[config.mk]
export PLATFORM = sky130hd
export DESIGN_NAME = alu_arbiter
export DESIGN_NICKNAME = d
export VERILOG_FILES = /design/src/rtl/alu_arbiter.sv
export SDC_FILE = /design/constraint.sdc
export NUM_CORES = 1
export LEC_CHECK = 0
export BUFFER_PORTS_ARGS = -buffer_cell sky130_fd_sc_hd__buf_2
export CORE_MARGIN = 3
export CORE_UTILIZATION = 25
export CTS_CLUSTER_SIZE = 40
export DETAILED_ROUTE_END_ITERATION = 8
export GPL_ROUTABILITY_DRIVEN = 0
export PLACE_DENSITY_LB_ADDON = 0.3
export RECOVER_POWER = 25
export SLEW_MARGIN = 30
export SYNTH_ARGS = -nofsm -noshare
export SYNTH_HDL_FRONTEND = slang
export SYNTH_SLANG_ARGS = --single-unit
[constraint.sdc]
create_clock -name clk -period 3.5 [get_ports clk]
set_input_delay 0.35 -clock clk [delete_from_list [all_inputs] [get_ports clk]]
set_output_delay 0.35 -clock clk [all_outputs]
set_load 0.1 [all_outputs]
[src/rtl/alu_arbiter.sv]
// alu_arbiter: round-robin sharing of one external combinational ALU
// between two requesters, with registered operands and a tagged response.
module alu_arbiter #(
    parameter int WIDTH = 32
) (
    input  logic             clk,
    input  logic             reset,
    input  logic             req0_valid,
    output logic             req0_ready,
    input  logic [WIDTH-1:0] req0_a,
    input  logic [WIDTH-1:0] req0_b,
    input  logic [1:0]       req0_ctrl,
    input  logic             req1_valid,
    output logic             req1_ready,
    input  logic [WIDTH-1:0] req1_a,
    input  logic [WIDTH-1:0] req1_b,
    input  logic [1:0]       req1_ctrl,
    output logic [WIDTH-1:0] alu_a,
    output logic [WIDTH-1:0] alu_b,
    output logic [1:0]       alu_ctrl,
    input  logic [WIDTH-1:0] alu_result,
    input  logic [3:0]       alu_flags,
    output logic             rsp_valid,
    input  logic             rsp_ready,
    output logic             rsp_id,
    output logic [WIDTH-1:0] rsp_result,
    output logic [3:0]       rsp_flags
);

    typedef enum logic [1:0] {
        IDLE = 2'd0,
        EXEC = 2'd1,
        RESP = 2'd2
    } state_e;

    state_e           state_q, state_d;
    logic             last_q, last_d;
    logic             id_q, id_d;
    logic [WIDTH-1:0] a_q, a_d;
    logic [WIDTH-1:0] b_q, b_d;
    logic [1:0]       ctrl_q, ctrl_d;
    logic             rid_q, rid_d;
    logic [WIDTH-1:0] res_q, res_d;
    logic [3:0]       flg_q, flg_d;

    logic gnt_vld;
    logic gnt_id;
    logic idle;

    // On contention the requester that did not win last time goes first.
    always_comb begin
        gnt_vld = req0_valid | req1_valid;
        if (req0_valid && req1_valid) begin
            gnt_id = ~last_q;
        end else begin
            gnt_id = req1_valid;
        end
    end

    assign idle       = (state_q == IDLE);
    assign req0_ready = idle & gnt_vld & ~gnt_id;
    assign req1_ready = idle & gnt_vld & gnt_id;

    always_comb begin
        state_d = state_q;
        last_d  = last_q;
        id_d    = id_q;
        a_d     = a_q;
        b_d     = b_q;
        ctrl_d  = ctrl_q;
        rid_d   = rid_q;
        res_d   = res_q;
        flg_d   = flg_q;
        unique case (state_q)
            IDLE: begin
                if (gnt_vld) begin
                    a_d     = gnt_id ? req1_a : req0_a;
                    b_d     = gnt_id ? req1_b : req0_b;
                    ctrl_d  = gnt_id ? req1_ctrl : req0_ctrl;
                    id_d    = gnt_id;
                    last_d  = gnt_id;
                    state_d = EXEC;
                end
            end
            EXEC: begin
                res_d   = alu_result;
                flg_d   = alu_flags;
                rid_d   = id_q;
                state_d = RESP;
            end
            RESP: begin
                if (rsp_ready) begin
                    state_d = IDLE;
                end
            end
            default: state_d = IDLE;
        endcase
    end

    always_ff @(posedge clk or posedge reset) begin
        if (reset) begin
            state_q <= IDLE;
            last_q  <= 1'b1;
            id_q    <= 1'b0;
            a_q     <= '0;
            b_q     <= '0;
            ctrl_q  <= 2'b00;
            rid_q   <= 1'b0;
            res_q   <= '0;
            flg_q   <= 4'b0000;
        end else begin
            state_q <= state_d;
            last_q  <= last_d;
            id_q    <= id_d;
            a_q     <= a_d;
            b_q     <= b_d;
            ctrl_q  <= ctrl_d;
            rid_q   <= rid_d;
            res_q   <= res_d;
            flg_q   <= flg_d;
        end
    end

    assign alu_a      = a_q;
    assign alu_b      = b_q;
    assign alu_ctrl   = ctrl_q;
    assign rsp_valid  = (state_q == RESP);
    assign rsp_id     = rid_q;
    assign rsp_result = res_q;
    assign rsp_flags  = flg_q;

endmodule

==> flow_summary.ini <==
[synth]
yosys.area.top_type = dfrtp_1
yosys.area.top_type_share_pct = 51.3
syn_inst = 457
synth.cell_area_um2 = 5170
ys_warn_count = 0
ys_top_cells_by_area = dfrtp_1 (51%), inv_1 (9.9%), o221ai_2 (8.7%)
syn_nets = 630
ys_seq_elements = 107
syn_area_per_cell_um2 = 11.3
ys_seq_area_share_pct = 51.8
synth.distinct_cells = 21

[cts]
numCtsBuffers = 9
cts_tree = done
cts_setup_buffers = 0
clockRootBuffer = clkbuf_16
cts.sinks = 107
clk_pin_slew_worst_paths_ns = 0.07
cts_hold_buf = 0
cts_buffer_depth = 2
cts.repair.resized = 0
clkLatencyLatePin_ns = 0.34
cts_max_level = 3

[worst_hold_path]
hp-class = in2reg
hold_start = rsp_ready

[sta]
fin_setup_tns_ns = 0
layout_setup_ws_ns = 1.11
slew_violations = 38
setup_viol = 0
fin_skew_ns = 0.00433
hold_viol = 0
relSlewSlack_pct = -24.2
min_period_ns = 2.39
fin_crit_sh_pct = 68.4
rsz0062_at_grt = false
clock.fmax_mhz = 418
worst_slew_pin_slew_ns = 1.85

[outcome]
status = complete, but fails checks
violations = capacitance limit, slew limit

[setup_path]
rr_startpoint = last_q$_DFFE_PP1P_
crit_start = state_q[0]$_DFFE_PP0P_
crit_type = reg2out
endpoint_kind = primary output
cp.arrival_ns = 2.04
startpoint_type = flop
cp_max_fo = 31
worstPathRequired_ns = 3.15

[placed_design]
port_buffers = 278
dp_hpwl_um = 10900
post-place-ws_ns = 1.42

[finish]
antennaDiodeCount = 0
nets = 893
layout-drive-gt1-share_pct = 55.7
final_cell_mix = buf_2 (278), inv_1 (135), dfrtp_1 (106)
syn_to_final_growth_pct = 37.2
final_common_cell = buf_2
fill_cells = 2048

[route]
ant_nets = 0
route.detailed.drc = 0
routed_via_density = 4.35
drt_wl_total_um = 15100
drt_iter0_markers = 174
wl_per_cell_um = 15.2
drtPass1Iterations = 4
via_count = 4307

[global_routing]
grt_pass1_vias = 4525
overflow = 0
grt_max_degree = 71
antenna_found_initial = 0
grt_pass1_wl_um = 23500
track_usage_pct = 13.2

[floorplanning]
dieArea_um2 = 22500
rows = 51
top_level_ports = 279
die_y_um = 150
initial_utilization_pct = 26.0
fp.dieW_um = 150
core-area_um2 = 19900

[run]
maxCapViolCount = 1
-- per-layer routing --
metal | wire length [um] | GRT usage [%]
met1 | 6150 | 15.8
met2 | 7250 | 22.5
met3 | 1460 | 4.78
met4 | 195 | 3.34
met5 | 0 | 0
-- critical path, cell delays in order, from the launching register on --
cell and delay, ns:
dfrtp_1 0.42, nor2_2 0.24, nand3_4 0.43, inv_1 0.15, buf_2 0.45
-- layout make-up --
| class | instances | area [um^2] | area share (%) |
|---|---|---|---|
| timing repair buffer | 284 | 1460 | 20.6 |
| tap | 265 | 332 | 4.67 |
| sequential | 107 | 2680 | 37.8 |
| clock inverter | 6 | 75.1 | 1.06 |
| clock buffer | 10 | 229 | 3.23 |
| inverter | 136 | 512 | 7.21 |
| multi-input combinational | 182 | 1810 | 25.5 |
-- state kept, by name, summed over array words and instances, names as in the netlist --
| name | flops |
|---|---|
| alu_a | 32 |
| alu_b | 32 |
| rsp_result | 32 |
| rsp_flags | 4 |
| alu_ctrl | 2 |
| state_q | 2 |
| id_q | 1 |
| last_q | 1 |
| rsp_id | 1 |
-- cells by family after synthesis --
| family | Yosys count | share of synthesized area [%] |
|---|---|---|
| and+or+nand+nor | 10 | 1.16 |
| DFF | 107 | 51.8 |
| muxes | 37 | 9.43 |
| AOI/OAI and AO/OA | 135 | 23.8 |
| buffers and inverters | 168 | 13.9 |
-- synthesized netlist by cell type --
cell type and instances:
o221ai_2 30, mux2_4 19, dfrtp_1 106, dfstp_2 1, nor2_2 1, nand3_1 1, mux2_2 18, nand3_2 1
o21ai_2 30, buf_2 9, nand2b_1 3, clkbuf_1 12, or2_4 1, o221ai_1 36, buf_4 2, o21ai_0 37
buf_6 9, nand2_1 1, inv_1 136, o21a_1 2, nor2_1 2
-- stage by stage --
stage	cell area [um^2]	hold slack [ns]	cells	utilization [%]
3_5_place_dp	6790	0.442	974	34.1
5_1_grt	7090	0.196	990	35.6
6_report	7090	0.204	990	35.6
2_1_floorplan	5170	0.458	457	-
3_3_place_gp	6790	0.436	974	34.1
4_1_cts	7100	0.0513	990	35.6
-- worst paths after layout --
kind / depth (start not counted) / end / slack (ns)
max: 4 / req1_ready / 1.11
min: 2 / state_q[1]$_DFFE_PP0P_ / 0.20
max reg2reg: 4 / alu_a[15]$_DFFE_PP0P_ / 1.53
min reg2reg: 2 / alu_b[24]$_DFFE_PP0P_ / 0.50
max in group asynchronous: 3 / last_q$_DFFE_PP1P_ / 1.95
min in group asynchronous: 2 / alu_a[1]$_DFFE_PP0P_ / 0.46
Power is left out: the tool's default activity adds up to more than one toggle a clock period on the data nets, which glitch-free logic cannot reach.
